`config.mk`:
```
export PLATFORM = sky130hd
export DESIGN_NAME = fsm_phase_responder_flat
export DESIGN_NICKNAME = d
export VERILOG_FILES = /design/src/rtl/fsm_phase_responder_pkg.sv /design/src/rtl/fsm_phase_responder_if.sv /design/src/rtl/fsm_phase_responder_phase_counter.sv /design/src/rtl/fsm_phase_responder.sv /design/src/flat_wrapper.sv
export SDC_FILE = /design/constraint.sdc
export NUM_CORES = 1
export LEC_CHECK = 0
export BUFFER_PORTS_ARGS = -buffer_cell sky130_fd_sc_hd__buf_2
export CAP_MARGIN = 10
export CORE_MARGIN = 1
export CORE_UTILIZATION = 53
export CTS_BUF_LIST = sky130_fd_sc_hd__clkbuf_2
export DETAILED_ROUTE_END_ITERATION = 10
export PLACE_DENSITY = 0.89
export SKIP_LAST_GASP = 1
export SYNTH_ARGS = -nofsm -noshare
export SYNTH_HDL_FRONTEND = slang
export SYNTH_HIERARCHICAL = 1
export SYNTH_SLANG_ARGS = --single-unit
```
`constraint.sdc`:
```
create_clock -name clk -period 2.3 [get_ports clk]
set_clock_uncertainty 0.05 [all_clocks]
set_input_delay 0.23 -clock clk [delete_from_list [all_inputs] [get_ports clk]]
set_output_delay 0.23 -clock clk [all_outputs]
set_load 0.005 [all_outputs]
```
`src/rtl/fsm_phase_responder_pkg.sv`:
```
// Shared sequencer state codes and the per-phase done-flag payload.
package fsm_phase_responder_pkg;

  localparam int unsigned FSM_BITS = 5;

  localparam logic [FSM_BITS-1:0] ST_IDLE        = FSM_BITS'(0);
  localparam logic [FSM_BITS-1:0] ST_FIRST_LOAD  = FSM_BITS'(1);
  localparam logic [FSM_BITS-1:0] ST_CPB_0       = FSM_BITS'(2);
  localparam logic [FSM_BITS-1:0] ST_CPB_1       = FSM_BITS'(3);
  localparam logic [FSM_BITS-1:0] ST_CPB_2       = FSM_BITS'(4);
  localparam logic [FSM_BITS-1:0] ST_CPB_LOADNEW = FSM_BITS'(5);
  localparam logic [FSM_BITS-1:0] ST_CPB_3       = FSM_BITS'(6);
  localparam logic [FSM_BITS-1:0] ST_CPB_4       = FSM_BITS'(7);

  // One bit per phase, ordered like the state codes 1..7.
  typedef struct packed {
    logic cpb4;
    logic cpb3;
    logic cpbldnew;
    logic cpb2;
    logic cpb1;
    logic cpb0;
    logic firstload;
  } phase_flags_t;

  typedef enum logic [1:0] {
    PH_NONE,
    PH_LOAD,
    PH_CPB
  } phase_kind_t;

  // Which kind of work a sequencer state asks for; unknown codes do nothing.
  function automatic phase_kind_t phase_kind(input logic [FSM_BITS-1:0] s);
    phase_kind_t k;
    k = PH_NONE;
    case (s)
      ST_IDLE:                       k = PH_NONE;
      ST_FIRST_LOAD, ST_CPB_LOADNEW: k = PH_LOAD;
      ST_CPB_0, ST_CPB_1, ST_CPB_2,
      ST_CPB_3, ST_CPB_4:            k = PH_CPB;
      default:                       k = PH_NONE;
    endcase
    return k;
  endfunction

  // One-hot done flag for a completed phase.
  function automatic phase_flags_t phase_flag(input logic [FSM_BITS-1:0] s);
    phase_flags_t f;
    f = '0;
    case (s)
      ST_FIRST_LOAD:  f.firstload = 1'b1;
      ST_CPB_0:       f.cpb0      = 1'b1;
      ST_CPB_1:       f.cpb1      = 1'b1;
      ST_CPB_2:       f.cpb2      = 1'b1;
      ST_CPB_LOADNEW: f.cpbldnew  = 1'b1;
      ST_CPB_3:       f.cpb3      = 1'b1;
      ST_CPB_4:       f.cpb4      = 1'b1;
      default:        f = '0;
    endcase
    return f;
  endfunction

endpackage

```
`src/rtl/fsm_phase_responder_if.sv`:
```
// Sequencer/datapath <-> responder handshake bundle.
interface fsm_phase_responder_if #(
  parameter int unsigned PASS_BITS = 8
);
  import fsm_phase_responder_pkg::*;

  logic [FSM_BITS-1:0]  cur_state;
  logic                 ld_valid;
  logic                 ld_ready;
  logic                 cpb_stall;
  logic                 flag_firstload_end;
  logic                 flag_cpb0_end;
  logic                 flag_cpb1_end;
  logic                 flag_cpb2_end;
  logic                 flag_cpb3_end;
  logic                 flag_cpb4_end;
  logic                 flag_cpbldnew_end;
  logic                 phase_active;
  logic [PASS_BITS-1:0] pass_cnt;

  modport master (
    output cur_state, ld_valid, cpb_stall,
    input  ld_ready, flag_firstload_end, flag_cpb0_end, flag_cpb1_end,
           flag_cpb2_end, flag_cpb3_end, flag_cpb4_end, flag_cpbldnew_end,
           phase_active, pass_cnt
  );

  modport slave (
    input  cur_state, ld_valid, cpb_stall,
    output ld_ready, flag_firstload_end, flag_cpb0_end, flag_cpb1_end,
           flag_cpb2_end, flag_cpb3_end, flag_cpb4_end, flag_cpbldnew_end,
           phase_active, pass_cnt
  );

endinterface

```
`src/rtl/fsm_phase_responder_phase_counter.sv`:
```
// Shared beat/cycle counter with sync clear and a runtime terminal count.
module fsm_phase_responder_phase_counter #(
  parameter int unsigned W = 4
) (
  input  logic         clk,
  input  logic         reset,
  input  logic         clr,
  input  logic         en,
  input  logic [W-1:0] tc,
  output logic         tc_hit
);

  logic [W-1:0] cnt_q;

  assign tc_hit = (cnt_q == tc);

  // Count enabled events; return to zero on the terminal event so it never passes tc.
  always_ff @(posedge clk) begin
    if (reset || clr) begin
      cnt_q <= '0;
    end else if (en) begin
      cnt_q <= tc_hit ? '0 : cnt_q + W'(1);
    end
  end

endmodule

```
`src/rtl/fsm_phase_responder.sv`:
```
// Far end of the phase-sequencer handshake: runs load beats or compute cycles
// for the current phase and returns one done pulse per completed phase.
module fsm_phase_responder
  import fsm_phase_responder_pkg::*;
#(
  parameter int unsigned LOAD_BEATS = 16,
  parameter int unsigned CPB_CYCLES = 32,
  parameter int unsigned PASS_BITS  = 8
) (
  input logic                  clk,
  input logic                  reset,
  fsm_phase_responder_if.slave bus
);

  localparam int unsigned MAX_CNT = (LOAD_BEATS > CPB_CYCLES) ? LOAD_BEATS : CPB_CYCLES;
  localparam int unsigned CNT_W   = (MAX_CNT > 1) ? $clog2(MAX_CNT) : 1;

  typedef enum logic [1:0] {
    R_IDLE,
    R_LOAD,
    R_CPB,
    R_DONE
  } rstate_t;

  rstate_t              rstate_q;
  logic [FSM_BITS-1:0]  st_q;
  logic [FSM_BITS-1:0]  phase_q;
  logic                 ld_ready_q;
  logic                 phase_active_q;
  phase_flags_t         flags_q;
  logic [PASS_BITS-1:0] pass_q;

  logic                 entry_c;
  logic                 cnt_en_c;
  logic [CNT_W-1:0]     tc_c;
  logic                 tc_hit;
  logic                 done_c;

  assign entry_c = (bus.cur_state != st_q);

  // Select what the counter is counting and where it stops.
  always_comb begin
    cnt_en_c = 1'b0;
    tc_c     = CNT_W'(CPB_CYCLES - 1);
    case (rstate_q)
      R_LOAD: begin
        cnt_en_c = ld_ready_q & bus.ld_valid;
        tc_c     = CNT_W'(LOAD_BEATS - 1);
      end
      R_CPB:   cnt_en_c = ~bus.cpb_stall;
      default: cnt_en_c = 1'b0;
    endcase
    done_c = cnt_en_c & tc_hit & ~entry_c;
  end

  fsm_phase_responder_phase_counter #(
    .W (CNT_W)
  ) u_cnt (
    .clk    (clk),
    .reset  (reset),
    .clr    (entry_c),
    .en     (cnt_en_c),
    .tc     (tc_c),
    .tc_hit (tc_hit)
  );

  // Responder FSM; a phase entry overrides every other transition.
  always_ff @(posedge clk) begin
    if (reset) begin
      rstate_q       <= R_IDLE;
      st_q           <= ST_IDLE;
      phase_q        <= ST_IDLE;
      ld_ready_q     <= 1'b0;
      phase_active_q <= 1'b0;
      flags_q        <= '0;
      pass_q         <= '0;
    end else begin
      st_q    <= bus.cur_state;
      flags_q <= '0;
      if (entry_c) begin
        phase_q <= bus.cur_state;
        case (phase_kind(bus.cur_state))
          PH_LOAD: begin
            rstate_q       <= R_LOAD;
            ld_ready_q     <= 1'b1;
            phase_active_q <= 1'b1;
          end
          PH_CPB: begin
            rstate_q       <= R_CPB;
            ld_ready_q     <= 1'b0;
            phase_active_q <= 1'b1;
          end
          default: begin
            rstate_q       <= R_IDLE;
            ld_ready_q     <= 1'b0;
            phase_active_q <= 1'b0;
          end
        endcase
      end else if (done_c) begin
        rstate_q       <= R_DONE;
        ld_ready_q     <= 1'b0;
        phase_active_q <= 1'b0;
        flags_q        <= phase_flag(phase_q);
        if (phase_q == ST_CPB_4) begin
          pass_q <= pass_q + PASS_BITS'(1);
        end
      end
    end
  end

  assign bus.ld_ready           = ld_ready_q;
  assign bus.phase_active       = phase_active_q;
  assign bus.pass_cnt           = pass_q;
  assign bus.flag_firstload_end = flags_q.firstload;
  assign bus.flag_cpb0_end      = flags_q.cpb0;
  assign bus.flag_cpb1_end      = flags_q.cpb1;
  assign bus.flag_cpb2_end      = flags_q.cpb2;
  assign bus.flag_cpbldnew_end  = flags_q.cpbldnew;
  assign bus.flag_cpb3_end      = flags_q.cpb3;
  assign bus.flag_cpb4_end      = flags_q.cpb4;

endmodule

```
`src/flat_wrapper.sv`:
```
// flat-port wrapper written by rule: the top's interface ports become plain ports
module fsm_phase_responder_flat import fsm_phase_responder_pkg::*;
#(
  parameter int unsigned LOAD_BEATS = 16,
  parameter int unsigned CPB_CYCLES = 32,
  parameter int unsigned PASS_BITS  = 8
)
  (clk, reset, bus_cur_state, bus_ld_valid, bus_cpb_stall, bus_ld_ready, bus_flag_firstload_end, bus_flag_cpb0_end, bus_flag_cpb1_end, bus_flag_cpb2_end, bus_flag_cpb3_end, bus_flag_cpb4_end, bus_flag_cpbldnew_end, bus_phase_active, bus_pass_cnt);
  fsm_phase_responder_if #(.PASS_BITS(PASS_BITS)) bus_i ();
  input logic clk;
  input logic reset;
  input wire logic [$bits(bus_i.cur_state)-1:0] bus_cur_state;
  input wire logic [$bits(bus_i.ld_valid)-1:0] bus_ld_valid;
  input wire logic [$bits(bus_i.cpb_stall)-1:0] bus_cpb_stall;
  output wire logic [$bits(bus_i.ld_ready)-1:0] bus_ld_ready;
  output wire logic [$bits(bus_i.flag_firstload_end)-1:0] bus_flag_firstload_end;
  output wire logic [$bits(bus_i.flag_cpb0_end)-1:0] bus_flag_cpb0_end;
  output wire logic [$bits(bus_i.flag_cpb1_end)-1:0] bus_flag_cpb1_end;
  output wire logic [$bits(bus_i.flag_cpb2_end)-1:0] bus_flag_cpb2_end;
  output wire logic [$bits(bus_i.flag_cpb3_end)-1:0] bus_flag_cpb3_end;
  output wire logic [$bits(bus_i.flag_cpb4_end)-1:0] bus_flag_cpb4_end;
  output wire logic [$bits(bus_i.flag_cpbldnew_end)-1:0] bus_flag_cpbldnew_end;
  output wire logic [$bits(bus_i.phase_active)-1:0] bus_phase_active;
  output wire logic [$bits(bus_i.pass_cnt)-1:0] bus_pass_cnt;
  assign bus_i.cur_state = bus_cur_state;
  assign bus_i.ld_valid = bus_ld_valid;
  assign bus_i.cpb_stall = bus_cpb_stall;
  assign bus_ld_ready = bus_i.ld_ready;
  assign bus_flag_firstload_end = bus_i.flag_firstload_end;
  assign bus_flag_cpb0_end = bus_i.flag_cpb0_end;
  assign bus_flag_cpb1_end = bus_i.flag_cpb1_end;
  assign bus_flag_cpb2_end = bus_i.flag_cpb2_end;
  assign bus_flag_cpb3_end = bus_i.flag_cpb3_end;
  assign bus_flag_cpb4_end = bus_i.flag_cpb4_end;
  assign bus_flag_cpbldnew_end = bus_i.flag_cpbldnew_end;
  assign bus_phase_active = bus_i.phase_active;
  assign bus_pass_cnt = bus_i.pass_cnt;
  fsm_phase_responder #(.LOAD_BEATS(LOAD_BEATS), .CPB_CYCLES(CPB_CYCLES), .PASS_BITS(PASS_BITS)) u_core (.clk(clk), .reset(reset), .bus(bus_i));
endmodule
```
* Yosys cells after proc, flatten, opt, wreduce, memory -nomap -nowiden
Memories as Yosys holds them, arrays and structs flattened. Index checks and enable logic that the tools add are counted.
Cells by class: $add $sub $neg 2, equality and inequality tests 13, multiplexer cells 21, bitwise logic cells 6, reductions and logical operators 6
Operator list (count):
- == test 5 x 3 -> 1 bit, second input constant | 4
- two-way mux 1 bit | 12
- == test 5 x 2 -> 1 bit, second input constant | 2
- two-way mux 2 bit | 5
- two-way mux 5 bit | 2
- adder 8 x 1 -> 8 bit, second input constant | 1
- adder 5 x 1 -> 5 bit, second input constant | 1
- == test 5 x 1 -> 1 bit, second input constant | 1
- == test 5 bit | 1
- != test 5 bit | 1
- == test 2 x 1 -> 1 bit, second input constant | 2
- == test 2 bit, second input constant | 2
- one-hot mux 2 bit (2 select lines) | 1
- AND 1 bit | 3
- NOT 1 bit | 3
- AND reduction 3 bit | 1
- OR reduction 3 bit | 1
- logical NOT 2 bit | 1
- one-hot mux 1 bit (2 select lines) | 1
- nonzero test 2 bit | 1
- OR reduction 2 bit | 1
- logical OR 1 bit | 1
Word-level totals: register bits 34, memory bits (read-only) 16, bits of input ports 9, output and inout bits 17, memories kept 1
Memory list:
- (name not given) | words 8, bits a word 2, rd ports 1, clocked after Yosys merged registers in 0, wr ports 0, RTL line fsm_phase_responder_pkg.sv:36 | case (s)

* Longest topological paths before layout
word-level depth 8, gate-level depth with buffers 11, depth with buffers taken out 10

* By module
Netlist, hierarchy kept.
Modules (own cells, without submodules):
- fsm_phase_responder | instances 1, cells each 159, area each 1416.4 um2, seq. area each 580.6 um2
- fsm_phase_responder_phase_counter | instances 1, cells each 39, area each 345.3 um2, seq. area each 100.1 um2

* Worst setup path after synthesis
OpenSTA, ideal clock, no wires.
kind register -> register, start point register u_core.rstate_q[1], end point register u_core.pass_q[3], in the netlist u_core/bus.pass_cnt[3], library setup time 121 ps, arrival 2222 ps, required time 2129 ps, slack -93 ps, cell stages (with the launch flop) 12, buffers on the path 1, clock period less this slack 2393 ps, path through dfxtp_1 -> inv_1 -> ha_1 -> inv_1 -> xor2_1 -> nor3_2 -> nor3b_1 -> nor2b_1 -> o2111ai_1 -> buf_2 -> nor4_1 -> mux2_2
On the way: word-level cells in the longest chain between the ends 6
Ends and longest elaborated chain:
- start: declaration | RTL line fsm_phase_responder.sv:25 | rstate_t rstate_q;
- start signal: assignment | RTL line fsm_phase_responder.sv:70 | rstate_q <= R_IDLE;
- start signal: assignment | RTL line fsm_phase_responder.sv:84 | rstate_q <= R_LOAD;
- start signal: assignment | RTL line fsm_phase_responder.sv:89 | rstate_q <= R_CPB;
- == test 2 x 1 -> 1 bit | RTL line fsm_phase_responder.sv:45 | case (rstate_q)
- two-way mux 5 bit | RTL line fsm_phase_responder.sv:45
- net u_core.tc_c[4] | RTL line fsm_phase_responder.sv:35 | logic [CNT_W-1:0] tc_c;
- == test 5 bit | RTL line fsm_phase_responder_phase_counter.sv:15 | assign tc_hit = (cnt_q == tc);
- net u_core.tc_hit | RTL line fsm_phase_responder.sv:36 | logic tc_hit;
- AND 1 bit (2 in series) | RTL line fsm_phase_responder.sv:53 | done_c = cnt_en_c & tc_hit & ~entry_c;
- AND reduction 3 bit (no source line)
- end signal: assignment | RTL line fsm_phase_responder.sv:105 | pass_q <= pass_q + PASS_BITS'(1);
- end: declaration | RTL line fsm_phase_responder.sv:31 | logic [PASS_BITS-1:0] pass_q;
The timed path passes the listed nets, and every way through them passes these cells. A chain may end at the register's enable or synchronous reset.

* Final worst setup path
start point register u_core.rstate_q[1], end point register u_core.pass_q[6], in the netlist u_core/bus.pass_cnt[6]
The elaborated chain is that of the path after synthesis.

==> flow_summary.yaml <==
timing:
  fin_crit_sh: 0.997
  slew_violations: 0
  rsz0062_at_grt: "true"
  finalCriticalPeriod_ns: 2.29
  fmax_mhz: 436
  worst_slew_pin_slew_ns: 0.607
  fin_ws_ns: 0.00674
  final_hold_viol_count: 0
  slew_headroom: 0.595
  setup_viol: 0
finish:
  area_delta_synth_final_pct: 25.1
  mostFrequentLayoutCells: "32 x dfxtp_1, 26 x buf_2, 14 x nand3_1"
  layout_commonest_cell: "dfxtp_1"
  drive_gt1_frac: 0.326
  n_antenna_cell: 0
  fin_nets: 250
  instances_no_fill: 280
  num-fill-cells: 268
grt:
  track_usage: 0.229
  grt-ovfl-total: 0
  antenna_found_initial: 0
  grt_max_degree: 36
  grt_first_pass_wirelength_mm: 6.09
  grt_pass1_vias: 1377
hold_path:
  hp-class: "input pin to flip-flop"
setup_path:
  critPathMostFrequentCell: "inv_2"
  crit_fanout: 6
  crit_chain: "inv_2, ha_4, inv_2, xor2_2, nor3_2, nor3b_2, nor2b_4, o2111ai_2, buf_6, nor4_4, mux2_4"
  max_stage_delay_ns: 0.36
  cp-end-kind: "flip-flop"
  crit_arrival_ns: 2.52
  worstSetupStartpointType: "flip-flop"
  crit_path_top_delay_cell: "dfxtp_2"
  worst-setup-path-type: "flip-flop to flip-flop"
  cp.required_ns: 2.52
logic_synthesis:
  async_flop_share: 0
  synthFlopType: "dfxtp_1"
  synth_top_area_frac: 0.386
  ys_types: 44
  synth_enable_flop_cells: 0
  ys_top_cells_by_area: "dfxtp_1 39%, nor2b_1 4.6%, ha_1 4.3%"
  synth-seq-cells: 34
  netlist_area_mm2: 0.00176
  ys_warn_count: 6
  syn_inst: 198
  synth.largest_area_cell: "dfxtp_1"
  synth_seq_area_share: 0.386
  avgSynthCellArea_um2: 8.90
power:
  ir_drop_mv: 0.413
  leakage_nw: 0.930
  power.density_mw_per_mm2: 460
placement:
  post-place-ws_ns: -0.0413
  placed_cells_incl_taps: 270
  place.gp.congestion: 0.860
  port_buffers: 25
  hpwl_mm: 2.57
routing:
  drc_errors: 0
  ant_nets: 0
  drt_iter0_drc: 94
  first_pass_iters: 4
  vias: 1595
  wirelength_mm: 4.05
  drt-wirelength-per-cell_um: 14.5
  avgViaCountPerCell: 5.70
die:
  core_area_mm2: 0.00310
  fp.dieW_um: 59.7
  die_h_um: 59.7
  num_io_pins: 26
  dieArea_mm2: 0.00356
  start_util: 0.568
  row_count: 20
clocking:
  cts_tree: "built"
  path_clk_slew_ns: 0.15
  cts_root_buf: "clkbuf_2"
  clock_sinks: 34
  hold_buffers: 0
  cts_buffers: 5
  clk_latency_ns: 0.38
  htree_levels: 2
  clk_path_buf_depth: 2
run:
  drv_cap: 0
outcome:
  status: "completed"
-- per-stage QoR --
step           utilization  TNS [ns]  hold WS (ns)  area [um^2]  total power [mW]
6_report             0.710         0        0.0780         2200              1.01
3_3_place_gp         0.641         0         0.415         1990             0.737
4_1_cts              0.663         0        0.0660         2060              1.01
5_1_grt              0.710    -0.293        0.0690         2200              1.06
2_1_floorplan            -  -0.00585         0.308         1780             0.701
3_5_place_dp         0.641    -0.146         0.419         1990             0.741
-- report_power, final --
| part | switching [mW] | internal (mW) |
|---|---|---|
| registers | 0.0125 | 0.602 |
| clock network | 0.192 | 0.0747 |
| logic | 0.0854 | 0.0467 |
| total | 0.290 | 0.724 |
-- cells in the mapped netlist, types with 2 or more instances --
| library cell | n |
|---|---|
| a211oi_1 | 2 |
| a21oi_1 | 12 |
| and3_1 | 4 |
| buf_2 | 3 |
| clkbuf_1 | 6 |
| dfxtp_1 | 34 |
| ha_1 | 6 |
| inv_1 | 10 |
| mux2_2 | 6 |
| mux2i_1 | 2 |
| nand2_1 | 5 |
| nand3_1 | 14 |
| nand3b_1 | 3 |
| nand4_1 | 3 |
| nor2_1 | 11 |
| nor2b_1 | 13 |
| nor3_1 | 7 |
| nor3_2 | 2 |
| nor3b_1 | 2 |
| nor4_1 | 8 |
| o2111ai_1 | 2 |
| o211ai_1 | 2 |
| o21ai_0 | 11 |
| o31ai_1 | 2 |
| or4_1 | 2 |
| xnor2_2 | 4 |
| xor2_1 | 5 |
-- path summary, 6_finish.rpt --
path / from / to / slack (ns) / cells past startpoint
min: bus_cur_state[2] / u_core/st_q[2] / 0.08 / 2
max: u_core/rstate_q[1] / u_core/bus.pass_cnt[6] / 0.007 / 11
max reg2reg: u_core/rstate_q[1] / u_core/bus.pass_cnt[6] / 0.007 / 11
min reg2reg: u_core/bus.phase_active / u_core/bus.phase_active / 0.44 / 2
-- area by class of cell --
cell class | instances | area [um^2] | share of cell area
multi-input combinational | 147 | 1170 | 0.532
sequential | 34 | 683 | 0.310
timing repair buffer | 37 | 216 | 0.0982
tap | 44 | 55.1 | 0.0250
inverter | 10 | 37.5 | 0.0170
clock buffer | 6 | 30.0 | 0.0136
clock inverter | 2 | 8.76 | 0.00398
-- kinds of logic (layout without fill, tap and decap cells) --
family,count (synthesis),in the layout,share of synthesized area
DFF,34,34,0.386
xor gates and xnor gates,10,10,0.0668
and+or+nand+nor,83,83,0.284
other,1,4,0.00213
AOI/OAI and AO/OA,36,36,0.124
muxes,8,8,0.0497
adders and majority gates,6,6,0.0426
buffers and inverters,20,55,0.0447
-- routing by layer --
layer | GRT usage | vias up | wire (um) | share of wire
li1 | - | 782 | - | -
met1 | 0.299 | 759 | 1780 | 0.44
met2 | 0.365 | 45 | 1990 | 0.49
met3 | 0.0519 | 9 | 213 | 0.053
met4 | 0.0897 | 0 | 68 | 0.017
met5 | 0 | - | 0 | 0
-- registers in the layout, summed over array words and instances (netlist names), 2 cells and up --
name and cells:
u_core/bus.pass_cnt 8, u_core/rstate_q 2, u_core/u_cnt/cnt_q 5, u_core/phase_q 5, u_core/st_q 5
-- critical path: cells and delay by family, from the launching register on --
family / cells / cell delay [ns]
compound gates: 1 / 0.15
xor+xnor: 1 / 0.14
fa+ha+maj: 1 / 0.12
buf+inv: 3 / 0.29
flops: 1 / 0.36
mux: 1 / 0.33
simple gates: 4 / 0.75
-- timing repair --
item | CTS | global route
cloned | 0 | 1
setup endpoints to repair | 7 | 13
pin swaps | 0 | 7
buffers inserted | 0 | 1
gates resized for setup | 5 | 28
No activity file was read; power rests on OpenSTA's default activity.
